[src/rtl/clk_rate_sched_if.sv]
// ---------------------------------------------------------------------------
// clk_rate_sched_if
//   Four-phase configuration port of the clock-tree rate scheduler.
//
//   req  requester -> scheduler  request, held until ack rises
//   ch   requester -> scheduler  target channel index
//   sel  requester -> scheduler  rate select, divide ratio 2^(sel+1)
//   en   requester -> scheduler  channel enable
//   ack  scheduler -> requester  acknowledge, held until req drops
//   err  scheduler -> requester  valid with ack; channel index out of range
// ---------------------------------------------------------------------------
interface clk_rate_sched_if;
  logic       req;
  logic [3:0] ch;
  logic [3:0] sel;
  logic       en;
  logic       ack;
  logic       err;

  modport master (output req, ch, sel, en, input ack, err);
  modport slave  (input req, ch, sel, en, output ack, err);
endinterface

[src/rtl/clk_rate_sched.sv]
// ---------------------------------------------------------------------------
// clk_rate_sched
//   Synchronous rate scheduler running on the clock-tree base clock. Each of
//   NCH channels gets a one-cycle enable pulse every 2^(sel+1) cycles, aligned
//   to a free-running 16-bit timebase. Rate/enable updates come in over a
//   four-phase handshake and take effect only on the target channel's own
//   period boundary, so a running consumer never sees a shortened period.
//
//   clk     in   base clock, rising edge
//   rstb    in   asynchronous active-low reset
//   cfg     if   configuration handshake (slave side)
//   en_out  out  per-channel registered enable pulses
//   cnt     out  free-running timebase
//
//   state | meaning
//   IDLE  | waiting for cfg.req; latches the request fields when it arrives
//   WAIT  | request latched; waiting for the target's period boundary
//   ACK   | ack (and err) driven; waiting for cfg.req to drop
// ---------------------------------------------------------------------------
module clk_rate_sched #(
  parameter int NCH = 8
) (
  input  logic                clk,
  input  logic                rstb,
  clk_rate_sched_if.slave     cfg,
  output logic [NCH-1:0]      en_out,
  output logic [15:0]         cnt
);

  typedef enum logic [1:0] {IDLE, WAIT, ACK} state_t;

  state_t         state;
  logic [3:0]     p_ch;
  logic [3:0]     p_sel;
  logic           p_en;
  logic           ack_q;
  logic           err_q;

  logic [3:0]     sel_r [NCH];
  logic [NCH-1:0] en_r;

  logic [15:0]    cnt_nxt;
  logic           tgt_valid;
  logic           tgt_en;
  logic [3:0]     tgt_sel;
  logic           apply;
  logic [3:0]     sel_nxt [NCH];
  logic [NCH-1:0] en_nxt;
  logic [NCH-1:0] pulse_nxt;

  // Low (sel+1) bits set: a count is on a period boundary when these are 0.
  function automatic logic [15:0] period_mask(input logic [3:0] sel);
    return 16'hFFFF >> (4'd15 - sel);
  endfunction

  assign cnt_nxt = cnt + 16'd1;
  assign cfg.ack = ack_q;
  assign cfg.err = err_q;

  // Current settings of the pending target. Compare rather than index so an
  // out-of-range channel number never addresses past the array.
  always_comb begin
    tgt_en  = 1'b0;
    tgt_sel = 4'd0;
    for (int c = 0; c < NCH; c++) begin
      if (p_ch == 4'(c)) begin
        tgt_en  = en_r[c];
        tgt_sel = sel_r[c];
      end
    end
  end

  assign tgt_valid = ({1'b0, p_ch} < 5'(NCH));

  // A disabled channel has no period to protect, so it updates immediately;
  // a running one waits until the upcoming count closes its old period.
  assign apply = (state == WAIT) && tgt_valid &&
                 (!tgt_en || ((cnt_nxt & period_mask(tgt_sel)) == 16'd0));

  // Post-edge channel settings; the pulse on the apply edge already follows
  // the new values, which is what suppresses the boundary pulse on disable.
  always_comb begin
    en_nxt    = en_r;
    pulse_nxt = '0;
    for (int c = 0; c < NCH; c++) begin
      sel_nxt[c] = sel_r[c];
      if (apply && (p_ch == 4'(c))) begin
        sel_nxt[c] = p_sel;
        en_nxt[c]  = p_en;
      end
      pulse_nxt[c] = en_nxt[c] &&
                     ((cnt_nxt & period_mask(sel_nxt[c])) == 16'd0);
    end
  end

  always_ff @(posedge clk or negedge rstb) begin
    if (!rstb) begin
      cnt    <= 16'd0;
      en_r   <= '0;
      en_out <= '0;
      for (int c = 0; c < NCH; c++) begin
        sel_r[c] <= 4'd0;
      end
    end else begin
      cnt    <= cnt_nxt;
      en_r   <= en_nxt;
      en_out <= pulse_nxt;
      for (int c = 0; c < NCH; c++) begin
        sel_r[c] <= sel_nxt[c];
      end
    end
  end

  always_ff @(posedge clk or negedge rstb) begin
    if (!rstb) begin
      state <= IDLE;
      p_ch  <= 4'd0;
      p_sel <= 4'd0;
      p_en  <= 1'b0;
      ack_q <= 1'b0;
      err_q <= 1'b0;
    end else begin
      case (state)
        IDLE: begin
          if (cfg.req) begin
            p_ch  <= cfg.ch;
            p_sel <= cfg.sel;
            p_en  <= cfg.en;
            state <= WAIT;
          end
        end
        WAIT: begin
          if (!tgt_valid) begin
            err_q <= 1'b1;
            ack_q <= 1'b1;
            state <= ACK;
          end else if (apply) begin
            ack_q <= 1'b1;
            state <= ACK;
          end
        end
        ACK: begin
          if (!cfg.req) begin
            ack_q <= 1'b0;
            err_q <= 1'b0;
            state <= IDLE;
          end
        end
        default: state <= IDLE;
      endcase
    end
  end

endmodule

[src/flat_wrapper.sv]
// flat-port wrapper written by rule: the top's interface ports become plain ports
module clk_rate_sched_flat 
#(
  parameter int NCH = 8
)
  (clk, rstb, en_out, cnt, cfg_req, cfg_ch, cfg_sel, cfg_en, cfg_ack, cfg_err);
  clk_rate_sched_if cfg_i ();
  input  logic clk;
  input  logic rstb;
  output logic [NCH-1:0] en_out;
  output logic [15:0] cnt;
  input wire logic [$bits(cfg_i.req)-1:0] cfg_req;
  input wire logic [$bits(cfg_i.ch)-1:0] cfg_ch;
  input wire logic [$bits(cfg_i.sel)-1:0] cfg_sel;
  input wire logic [$bits(cfg_i.en)-1:0] cfg_en;
  output wire logic [$bits(cfg_i.ack)-1:0] cfg_ack;
  output wire logic [$bits(cfg_i.err)-1:0] cfg_err;
  assign cfg_i.req = cfg_req;
  assign cfg_i.ch = cfg_ch;
  assign cfg_i.sel = cfg_sel;
  assign cfg_i.en = cfg_en;
  assign cfg_ack = cfg_i.ack;
  assign cfg_err = cfg_i.err;
  clk_rate_sched #(.NCH(NCH)) u_core (.clk(clk), .rstb(rstb), .cfg(cfg_i), .en_out(en_out), .cnt(cnt));
endmodule
[config.mk]
export PLATFORM = sky130hd
export DESIGN_NAME = clk_rate_sched_flat
export DESIGN_NICKNAME = d
export VERILOG_FILES = /design/src/rtl/clk_rate_sched_if.sv /design/src/rtl/clk_rate_sched.sv /design/src/flat_wrapper.sv
export SDC_FILE = /design/constraint.sdc
export NUM_CORES = 1
export LEC_CHECK = 0
export CORE_ASPECT_RATIO = 1.2
export CORE_UTILIZATION = 30
export DETAILED_ROUTE_END_ITERATION = 6
export PLACE_DENSITY_LB_ADDON = 0.15
export SLEW_MARGIN = 20
export SYNTH_ARGS = -nofsm -noshare
export SYNTH_HDL_FRONTEND = slang
export SYNTH_SLANG_ARGS = --single-unit
[constraint.sdc]
create_clock -name clk -period 11 [get_ports clk]
set_clock_uncertainty 0.1 [all_clocks]
set_input_delay 1.65 -clock clk [delete_from_list [all_inputs] [get_ports clk]]
set_output_delay 1.65 -clock clk [all_outputs]
set_load 0.01 [all_outputs]
==> metrics.txt <==
# TYPE chip_impl_metric gauge
chip_impl_metric{name="synth-warning-count",unit=""} 0
chip_impl_info{name="start_kind",value="flip-flop"} 1
chip_impl_info{name="synth_top_cell_by_area",value="sky130_fd_sc_hd__dfrtp_1"} 1
chip_impl_metric{name="placer_congestion_estimate",unit=""} 0.925
chip_impl_metric{name="drt_wl_total",unit="um"} 21600
chip_impl_metric{name="timing.final.crit_share",unit=""} 0.528
chip_impl_metric{name="post_synth_inst_count",unit=""} 671
chip_impl_info{name="hold_start",value="u_core.p_sel[2]$_DFFE_PN0P_"} 1
chip_impl_metric{name="timing.fmax",unit="MHz"} 172
chip_impl_metric{name="drt-wirelength-per-cell",unit="um"} 22.8
chip_impl_metric{name="grt_antenna_before_repair",unit=""} 0
chip_impl_info{name="cts_tree",value="done"} 1
chip_impl_metric{name="cpPeakStageDelay",unit="ps"} 740
chip_impl_info{name="status",value="finished clean"} 1
chip_impl_metric{name="setup-tns-final",unit="ps"} 0
chip_impl_metric{name="report.final.setup_viol",unit=""} 0
chip_impl_metric{name="slew_headroom",unit=""} 0.217
chip_impl_metric{name="finalWorstPathRequiredPeriod",unit="ps"} 5810
chip_impl_info{name="clockRootBuffer",value="sky130_fd_sc_hd__clkbuf_16"} 1
chip_impl_info{name="holdCritPathClass",value="reg -> reg"} 1
chip_impl_info{name="netlist_top_cells_area",value="sky130_fd_sc_hd__dfrtp_1, sky130_fd_sc_hd__mux2_2, sky130_fd_sc_hd__mux2i_1"} 1
chip_impl_metric{name="first_pass_grt_wire_length",unit="um"} 32800
chip_impl_metric{name="clk_latency",unit="ps"} 360
chip_impl_metric{name="vdd_ir_drop_max",unit="mV"} 0.149
chip_impl_metric{name="synthesis.area",unit="um^2"} 6020
chip_impl_metric{name="numCtsBuffers",unit=""} 9
chip_impl_info{name="timing_worst_setup_path_type",value="reg -> reg"} 1
chip_impl_metric{name="worst_pin_slew",unit="ps"} 1170
chip_impl_metric{name="synth_edf_count",unit=""} 0
chip_impl_metric{name="grt_start_max_net_pins",unit=""} 78
chip_impl_metric{name="number_of_drc_markers_in_iteration_0",unit=""} 472
chip_impl_metric{name="crit_fanout",unit=""} 24
chip_impl_info{name="crit_path_top_delay_cell",value="sky130_fd_sc_hd__dfrtp_1"} 1
chip_impl_metric{name="n_antenna_cell",unit=""} 0
chip_impl_metric{name="start_util",unit=""} 0.307
chip_impl_metric{name="routed_vias",unit=""} 5587
chip_impl_metric{name="worst_ep_arrival",unit="ps"} 5960
chip_impl_metric{name="io_buffers",unit=""} 37
chip_impl_metric{name="routed_via_density",unit=""} 5.91
chip_impl_metric{name="vias_in_the_first_global_route",unit=""} 5423
chip_impl_metric{name="yosysSeqAreaShare",unit=""} 0.320
chip_impl_metric{name="drcViolationCount",unit=""} 0
chip_impl_info{name="mostFrequentLayoutCells",value="sky130_fd_sc_hd__dfrtp_1, sky130_fd_sc_hd__nand2_1, sky130_fd_sc_hd__nor2_1, sky130_fd_sc_hd__mux2_2, sky130_fd_sc_hd__a21oi_1"} 1
chip_impl_metric{name="pin_count",unit=""} 38
chip_impl_metric{name="numClockSinks",unit=""} 77
chip_impl_info{name="grt_setup_unrepaired",value="no"} 1
chip_impl_metric{name="half_perimeter_wire_length_of_the_detailed_placement_result",unit="um"} 15500
chip_impl_info{name="critical_path_sink_type",value="flip-flop"} 1
chip_impl_metric{name="post_cts.repair.setup_buffers",unit=""} 0
chip_impl_info{name="reg2reg_from",value="u_core.cnt[0]$_DFF_PN0_"} 1
chip_impl_info{name="leading_cell_type_in_the_layout_fill_and_taps_excluded",value="sky130_fd_sc_hd__dfrtp_1"} 1
chip_impl_metric{name="postPlaceCellArea",unit="um^2"} 6490
chip_impl_info{name="synthFlopType",value="sky130_fd_sc_hd__dfrtp_1"} 1
chip_impl_metric{name="cts.path.max_buffers",unit=""} 2
chip_impl_metric{name="chipHeight",unit="um"} 157
chip_impl_info{name="worstPathCellList",value="nand3_2 -> or3_1 -> xor2_1 -> inv_1 -> nor2_1 -> nor3_1 -> or4_1 -> o21ai_1 -> and2_1 -> mux2_1 -> a211oi_1 -> o21ai_0 -> a221oi_1"} 1
chip_impl_metric{name="critical_path_data_required_time",unit="ps"} 11150
chip_impl_metric{name="die_width",unit="um"} 131
chip_impl_metric{name="post_cts_resize_count",unit=""} 0
chip_impl_metric{name="die_area",unit="um^2"} 20600
chip_impl_metric{name="leakage",unit="nW"} 2.63
chip_impl_metric{name="yosysUniqueCellTypes",unit=""} 92
chip_impl_metric{name="post_route_cells_drive_above_1_share",unit=""} 0.162
chip_impl_metric{name="synthesized_netlist_net_count",unit=""} 688
chip_impl_metric{name="synth_top_cell_area_share",unit=""} 0.320
chip_impl_metric{name="postRouteAntennaNets",unit=""} 0
chip_impl_metric{name="cts_hold_buf",unit=""} 0
chip_impl_metric{name="first_pass_iters",unit=""} 5
chip_impl_metric{name="max_cap_viols",unit=""} 0
chip_impl_metric{name="core-area",unit="um^2"} 19600
chip_impl_metric{name="postSynthAreaPerCell",unit="um^2"} 8.97
chip_impl_metric{name="timing.final.hold_violations",unit=""} 0
chip_impl_metric{name="pwr_density_cell",unit="nW/um^2"} 244
chip_impl_metric{name="slew_violations",unit=""} 0
chip_impl_metric{name="finalInstanceArea",unit="um^2"} 6820
chip_impl_metric{name="synth_async_sr_flop_share",unit=""} 1.00
chip_impl_metric{name="cts_htree_levels",unit=""} 3
chip_impl_metric{name="synth.ff_latch_count",unit=""} 77
chip_impl_metric{name="globalRouteOverflowTotal",unit=""} 0
chip_impl_metric{name="final_nets",unit=""} 697
chip_impl_metric{name="std_cell_rows",unit=""} 56
chip_impl_metric{name="layout_stage_area_growth_over_the_synthesis_result",unit="%"} 13.3
chip_impl_metric{name="clkSlewWorstSetupHoldPaths",unit="ps"} 60
chip_impl_metric{name="grt.total_usage",unit=""} 0.213
chip_impl_info{name="start_point_of_the_critical_path",value="u_core.cnt[0]$_DFF_PN0_"} 1
[layout make-up]
class	count	area [um^2]
fill	2034	12800
multi-input combinational	508	3640
sequential	77	1930
timing repair buffer	53	492
tap	261	327
clock buffer	10	239
inverter	31	118
clock inverter	6	71.3
[flip-flops by register name, summed over array words and instances (netlist names)]
| register | flops |
|---|---|
| u_core.cfg.ack | 1 |
| u_core.en_out | 8 |
| u_core.cfg.err | 1 |
| u_core.cnt | 16 |
| u_core.sel_r | 32 |
| u_core.p_ch | 4 |
| u_core.p_sel | 4 |
| u_core.en_r | 8 |
| u_core.state | 2 |
| u_core.p_en | 1 |
[power by group]
part | leakage, nW | total [mW] | switching (mW) | internal [mW]
Clock | 0.145 | 0.315 | 0.131 | 0.184
Combinational | 1.48 | 0.827 | 0.500 | 0.328
Sequential | 1.00 | 0.519 | 0.156 | 0.363
[logic make-up after synthesis]
kind of cell | count (synthesis) | synth area share
fa+ha+maj | 6 | 0.0121
simple gates | 210 | 0.181
flops | 77 | 0.320
mux | 87 | 0.164
buf+inv | 86 | 0.0755
xor+xnor | 14 | 0.0216
compound gates | 191 | 0.225
[path summary, 6_finish.rpt]
path	end	depth (start not counted)	slack, ps
max	u_core.en_out[0]$_DFF_PN0_	13	5190
min	u_core.p_sel[2]$_DFFE_PN0P_	1	410
max reg2reg	u_core.en_out[0]$_DFF_PN0_	13	5190
min reg2reg	u_core.p_sel[2]$_DFFE_PN0P_	1	410
max in group asynchronous	u_core.en_out[0]$_DFF_PN0_	1	9060
min in group asynchronous	u_core.p_sel[2]$_DFFE_PN0P_	1	1230
[synthesized netlist by cell type, types with 12 or more instances]
master,count
sky130_fd_sc_hd__a211oi_1,13
sky130_fd_sc_hd__a21oi_1,43
sky130_fd_sc_hd__clkbuf_1,27
sky130_fd_sc_hd__dfrtp_1,77
sky130_fd_sc_hd__inv_1,28
sky130_fd_sc_hd__mux2_2,48
sky130_fd_sc_hd__mux2i_1,26
sky130_fd_sc_hd__nand2_1,62
sky130_fd_sc_hd__nand3_1,24
sky130_fd_sc_hd__nor2_1,48
sky130_fd_sc_hd__nor3_1,12
sky130_fd_sc_hd__o21ai_0,32
[metal layers]
metal | part of all wire | vias up | global-route usage
met5 | 0 | - | 0
met4 | 0.054 | 0 | 0.135
met3 | 0.060 | 78 | 0.0380
met2 | 0.47 | 253 | 0.352
met1 | 0.42 | 2745 | 0.258
li1 | - | 2511 | -
[critical path: cells and delay by family (launching register included)]
| family | cells | cell delay [ps] |
|---|---|---|
| AND/OR/NAND/NOR | 6 | 2140 |
| AO/OA/AOI/OAI | 4 | 1260 |
| flip-flops | 1 | 740 |
| XOR/XNOR | 1 | 700 |
| multiplexers | 1 | 400 |
| buffers and inverters | 1 | 360 |
[stage by stage]
| stage | cells | hold slack [ps] | util | power, mW | setup WS [ps] |
|---|---|---|---|---|---|
| 2_1_floorplan | 671 | 386 | - | 1.12 | 7020 |
| 5_1_grt | 946 | 446 | 0.347 | 1.77 | 4830 |
| 3_3_place_gp | 929 | 394 | 0.331 | 1.34 | 5540 |
| 3_5_place_dp | 929 | 402 | 0.331 | 1.34 | 5230 |
| 6_report | 946 | 409 | 0.347 | 1.66 | 5190 |
| 4_1_cts | 945 | 416 | 0.347 | 1.66 | 5240 |
(Power assumes the default switching activity.)
==> variant 1, RTL diff (same flow settings) <==
The 3 states of `state_t` get a one-hot encoding in 3 bits.
--- a/src/rtl/clk_rate_sched.sv
+++ b/src/rtl/clk_rate_sched.sv
@@ -27,7 +27,7 @@
   output logic [15:0]         cnt
 );
 
-  typedef enum logic [1:0] {IDLE, WAIT, ACK} state_t;
+  typedef enum logic [2:0] {IDLE = 3'b001, WAIT = 3'b010, ACK = 3'b100} state_t;
 
   state_t         state;
   logic [3:0]     p_ch;
Check against the original RTL: same outputs for any inputs over 4 cycles, from zero or initial values and one cycle with rstb low; so few cycles prove little.
==> variant 1 against the original RTL <==
- synthesized cell count shrank 1.0%
- setup slack lost 250 ps
- cell count up 0.32%
- global-route usage rose by 3.2 points
- total power is 9.0% lower
- critical path depth grew 1
- combinational power is 17% lower
- count of clock-buffer cells in the layout is 1 lower
- synthesized area shrank 3.4%
- wire length is 9.8% higher
- final area shrank 1.3%
- sequential cell count increased by 1
- die area down 3.3%
==> variant 1: results (changes against the original RTL) <==
| Metric | Value |
|---|---|
| Reg2reg end | `u_core.en_out[3] (was u_core.en_out[0])` |
| Seq/Total Area, Yosys | `33.60% (was 32.02%)` |
| Length of routed met2 wiring | `10870 um (was 10050 um)` |
| Synth Area in Adders | `0.2152% (was 1.206%)` |
| Met3 routed wirelength | `1668 um (was 1287 um)` |
| H-tree depth | `3 (unchanged)` |
| CTS buffer count | `9 (unchanged)` |
| # nets final | `701 (was 697)` |
| Avg Vias per Cell | `5.978 (was 5.906)` |
| Worst VDD drop | `0.1119 mV (was 0.1495 mV)` |
| Outcome | `completed (unchanged)` |
| GRT Total Usage | `24.49% (was 21.31%)` |
| Clock insertion delay at the later pin of the skew report | `360 ps (about the same)` |
| Placed insts | `933 (was 929)` |
| Dominant synthesized flop cell | `dfrtp_1 (unchanged)` |
| Max incr delay on CP | `890 ps (was 740 ps)` |
| Post-synthesis mux area share | `15.39% (was 16.41%)` |
| Top cells by count, synth | `dfrtp_1 (77), nand2_1 (76), nor2_1 (64) (was dfrtp_1 (77), nand2_1 (62), mux2_2 (48), nor2_1 (48), a21oi_1 (43))` |
| Unique masters post-synth | `95 (was 92)` |
| Longest Clk Path Bufs | `2 (unchanged)` |
| R2R cell count | `14 (was 13)` |
| Final WL | `23730 um (was 21610 um)` |
| Initial drt markers | `688 (was 472)` |
| R2R Setup Slk | `4940 ps (was 5190 ps)` |
| Detailed Routing Iterations Pass 1 | `6 (was 5)` |
| Post-Syn Nets | `677 (was 688)` |
| Slew @ Worst Pin | `1113 ps (was 1171 ps)` |
| Post-Layout Cell Count | `949 (was 946)` |
| Largest net degree at the start of global routing | `79 (was 78)` |
| Number of global-route vias before repair | `5476 (was 5423)` |
| CP max FO | `15 (was 24)` |
| Synth Area in Compound Gates | `22.60% (was 22.54%)` |
| Detailed-placement wirelength estimate | `16850 um (was 15450 um)` |
| RePlAce Congestion | `0.9671 (was 0.9247)` |
| Layout cell share with drive strength beyond 1 | `15.58% (was 16.20%)` |
| First-pass GRT wire length | `35350 um (was 32830 um)` |
| Syn avg cell area | `8.755 sq um (was 8.967 sq um)` |
| Wire length on met1 | `10040 um (was 9104 um)` |
| Lkg Pwr | `2.897 nW (was 2.626 nW)` |
| Critical Path Slowest Stage Cell | `o21bai_1 (was dfrtp_1)` |
| Post-synthesis xor/xnor area fraction | `2.389% (was 2.163%)` |
| Dominant cells by area after synthesis | `dfrtp_1 (33%), mux2_2 (7.4%), mux2i_1 (6.0%), nand2_1 (4.9%), nor2_1 (4.1%) (was dfrtp_1 (32%), mux2_2 (9.0%), mux2i_1 (4.3%), nand2_1 (3.9%), a21oi_1 (3.6%))` |
| Worst EP arrival | `6220 ps (was 5960 ps)` |
[variant 1: cell count changes in the layout (fill, tap and decap cells not counted), sizes merged, moves of 6 or more]
cell | before | now
nor2 | 49 | 65
o21ai | 39 | 46
mux2i | 29 | 35
mux2 | 57 | 40
nand2 | 62 | 76
nand3 | 25 | 14
nand2b | 2 | 9
[variant 1: kinds of logic after synthesis]
logic type | Yosys count
simple gates | 236
mux | 79
compound gates | 193
flops | 78
fa+ha+maj | 1
xor+xnor | 15
buf+inv | 62
[variant 1: worst min-delay path by stage]
| stage | slack, ps | startpoint | cells past startpoint | end |
|---|---|---|---|---|
| detailed placement | 410 | u_core.p_sel[0] | 1 | u_core.p_sel[0] |
| global route | 460 | u_core.p_sel[0] | 1 | u_core.p_sel[0] |
| finish | 420 | u_core.p_sel[0] | 1 | u_core.p_sel[0] |
| CTS | 420 | u_core.p_sel[0] | 1 | u_core.p_sel[0] |
| floorplan | 350 | u_core.en_r[6] | 2 | u_core.en_r[6] |
| global placement | 400 | u_core.p_sel[0] | 1 | u_core.p_sel[0] |
[variant 1: area by class of cell]
class / count / area, sq um
inverter: 26 / 102.6
timing repair buffer: 49 / 461.7
clock buffer: 9 / 225.2
multi-input combinational: 524 / 3581
clock inverter: 7 / 81.33
fill: 1962 / 12200
tap: 256 / 320.3
sequential: 78 / 1953
[variant 1: metal layers]
metal / GRT usage (%) / vias to the layer above
li1: - / 2501
met1: 32.17 / 2785
met2: 39.28 / 313
met3: 3.563 / 74
met4: 11.76 / 0
met5: 0 / -
[variant 1: power by group]
part           switching (mW)  leakage (nW)  internal (mW)
Combinational           0.418          1.72          0.269
Sequential              0.155          1.04          0.355
Clock                   0.136         0.147          0.179
Total                   0.709          2.90          0.803
[variant 1: through the flow]
step	setup slack [ps]	cell area [sq um]	utilization (%)
2_1_floorplan	6932	5813	-
3_5_place_dp	5163	6415	33.90
4_1_cts	5090	6721	35.52
6_report	4942	6725	35.54
5_1_grt	4736	6725	35.54
3_3_place_gp	5276	6415	33.90
[variant 1: critical path: cells and delay by family, from the launching register on]
| family | cells | cell delay (ps) |
|---|---|---|
| adder cells (fa/ha/maj) | 1 | 270 |
| AND/OR/NAND/NOR | 4 | 1350 |
| multiplexers | 1 | 260 |
| buffers and inverters | 1 | 570 |
| AO/OA/AOI/OAI | 6 | 2230 |
| flip-flops | 1 | 420 |
| XOR/XNOR | 1 | 760 |
==> variant 2, RTL diff (same flow settings) <==
Made on the original files. `NCH` is set to 8 in 2 places; all go to 16.
--- a/src/rtl/clk_rate_sched.sv
+++ b/src/rtl/clk_rate_sched.sv
@@ -18,7 +18,7 @@
 //   ACK   | ack (and err) driven; waiting for cfg.req to drop
 // ---------------------------------------------------------------------------
 module clk_rate_sched #(
-  parameter int NCH = 8
+  parameter int NCH = 16
 ) (
   input  logic                clk,
   input  logic                rstb,
--- a/src/flat_wrapper.sv
+++ b/src/flat_wrapper.sv
@@ -1,7 +1,7 @@
 // flat-port wrapper written by rule: the top's interface ports become plain ports
 module clk_rate_sched_flat 
 #(
-  parameter int NCH = 8
+  parameter int NCH = 16
 )
   (clk, rstb, en_out, cnt, cfg_req, cfg_ch, cfg_sel, cfg_en, cfg_ack, cfg_err);
   clk_rate_sched_if cfg_i ();
Ports: changed (resized en_out); port bits go from 38 to 46. The function was not compared with the original's and may differ.
==> variant 2 against the original RTL <==
- the flow now finishes with violations (design-rule violations)
- total power is 77% higher
- wire length is 99% higher
- sequential power is 62% higher
- core utilization is 0.66 points higher
- synthesized area is 56% higher
- combinational power is 79% higher
- sequential cell count is 47 higher
- critical path depth stayed put
- final area is 59% higher
- setup slack worse by 730 ps
- largest cell class unchanged
- highest routed layer is now met5
==> variant 2: results (changes against the original RTL) <==
| Metric | Value |
|---|---|
| Outcome | `finished with violations (was completed)` |
| Failing checks | `design-rule violations` |
| Avg Vias per Cell | `6.232 (was 5.906)` |
| RePlAce Congestion | `0.9475 (was 0.9247)` |
| DRC Markers | `2 (was 0)` |
| Final WL | `42960 um (was 21610 um)` |
| Layout cell share with drive strength beyond 1 | `16.38% (was 16.20%)` |
| Hold_ws | `433.2 ps (was 409.4 ps)` |
| Top cells by count, synth | `dfrtp_1 (124), nand2_1 (108), a21oi_1 (94) (was dfrtp_1 (77), nand2_1 (62), mux2_2 (48), nor2_1 (48), a21oi_1 (43))` |
| Seq/Total Area, Yosys | `33.16% (was 32.02%)` |
| Number of global-route vias before repair | `9259 (was 5423)` |
| Worst EP arrival | `6790 ps (was 5960 ps)` |
| Syn avg cell area | `8.568 sq um (was 8.967 sq um)` |
| Lkg Pwr | `4.312 nW (was 2.626 nW)` |
| Initial drt markers | `1016 (was 472)` |
| Slew @ Worst Pin | `1162 ps (was 1171 ps)` |
| Detailed-placement wirelength estimate | `29160 um (was 15450 um)` |
| Hold path startpoint | `u_core.en_r[6] (was u_core.p_sel[2])` |
| Placed insts | `1487 (was 929)` |
| CTS buffer count | `17 (was 9)` |
| Hold Crit Endpoint | `u_core.en_r[6] (was u_core.p_sel[2])` |
| Largest net degree at the start of global routing | `70 (was 78)` |
| Detailed Routing Iterations Pass 1 | `7 (was 5)` |
| Dominant cells by area after synthesis | `dfrtp_1 (33%), mux2_2 (9.0%), a21oi_1 (5.0%), mux2i_1 (5.0%), o21ai_0 (4.8%) (was dfrtp_1 (32%), mux2_2 (9.0%), mux2i_1 (4.3%), nand2_1 (3.9%), a21oi_1 (3.6%))` |
| Largest register FFs | `64 (was 32)` |
| Post-Place Setup Slack | `4688 ps (was 5225 ps)` |
| Critical Path Slowest Stage Cell | `nor3_2 (was dfrtp_1)` |
| Pint | `1.493 mW (was 0.8743 mW)` |
| Layout filler cell count | `3137 (was 2034)` |
| First-pass GRT wire length | `63740 um (was 32830 um)` |
| Max incr delay on CP | `980 ps (was 740 ps)` |
| GRT Total Usage | `27.70% (was 21.31%)` |
## variant 2: cell count changes after synthesis, moves of 9 or more
cell / change
clkbuf_1: +16
o211ai_1: +11
mux2i_1: +21
dfrtp_1: +47
a21oi_1: +51
mux2_2: +27
inv_1: +15
buf_2: +20
nor2_1: +30
nand4_1: +9
nor3_1: +18
nand2_1: +46
o21ai_0: +58
## variant 2: power groups by stage
stage	sequential [mW]	combinational [mW]	clock (mW)
floorplan	0.705	1.08	0
global placement	0.841	1.44	0
detailed placement	0.834	1.44	0
CTS	0.829	1.45	0.620
global route	0.853	1.59	0.637
finish	0.842	1.48	0.610
## variant 2: logic make-up (layout without fill, tap and decap cells)
family | Yosys count | count (layout) | share of synthesized area (%)
other | 1 | 1 | 0.04008
DFF | 124 | 124 | 33.16
and+or+nand+nor | 335 | 335 | 18.78
adders and majority gates | 5 | 5 | 0.5750
muxes | 127 | 127 | 15.14
xor gates and xnor gates | 15 | 15 | 1.484
buffers and inverters | 130 | 161 | 6.017
AOI/OAI and AO/OA | 355 | 355 | 24.81
## variant 2: final cells by class
type	count	area, sq um	area share (%)
flip-flops and latches	124	3104	28.69
clock buffers	24	471.7	4.359
well taps	396	495.5	4.579
multi-input cells	838	5707	52.73
inverters	47	176.4	1.630
clock inverters	8	140.1	1.295
repair buffers	82	726.9	6.718
## variant 2: routing by layer
layer	vias up	track usage [%]	part of all wire, %
met1	4617	34.46	39
met5	-	0	0.026
met2	581	43.14	46
met3	158	5.799	8.4
li1	4108	-	-
met4	2	17.79	6.2
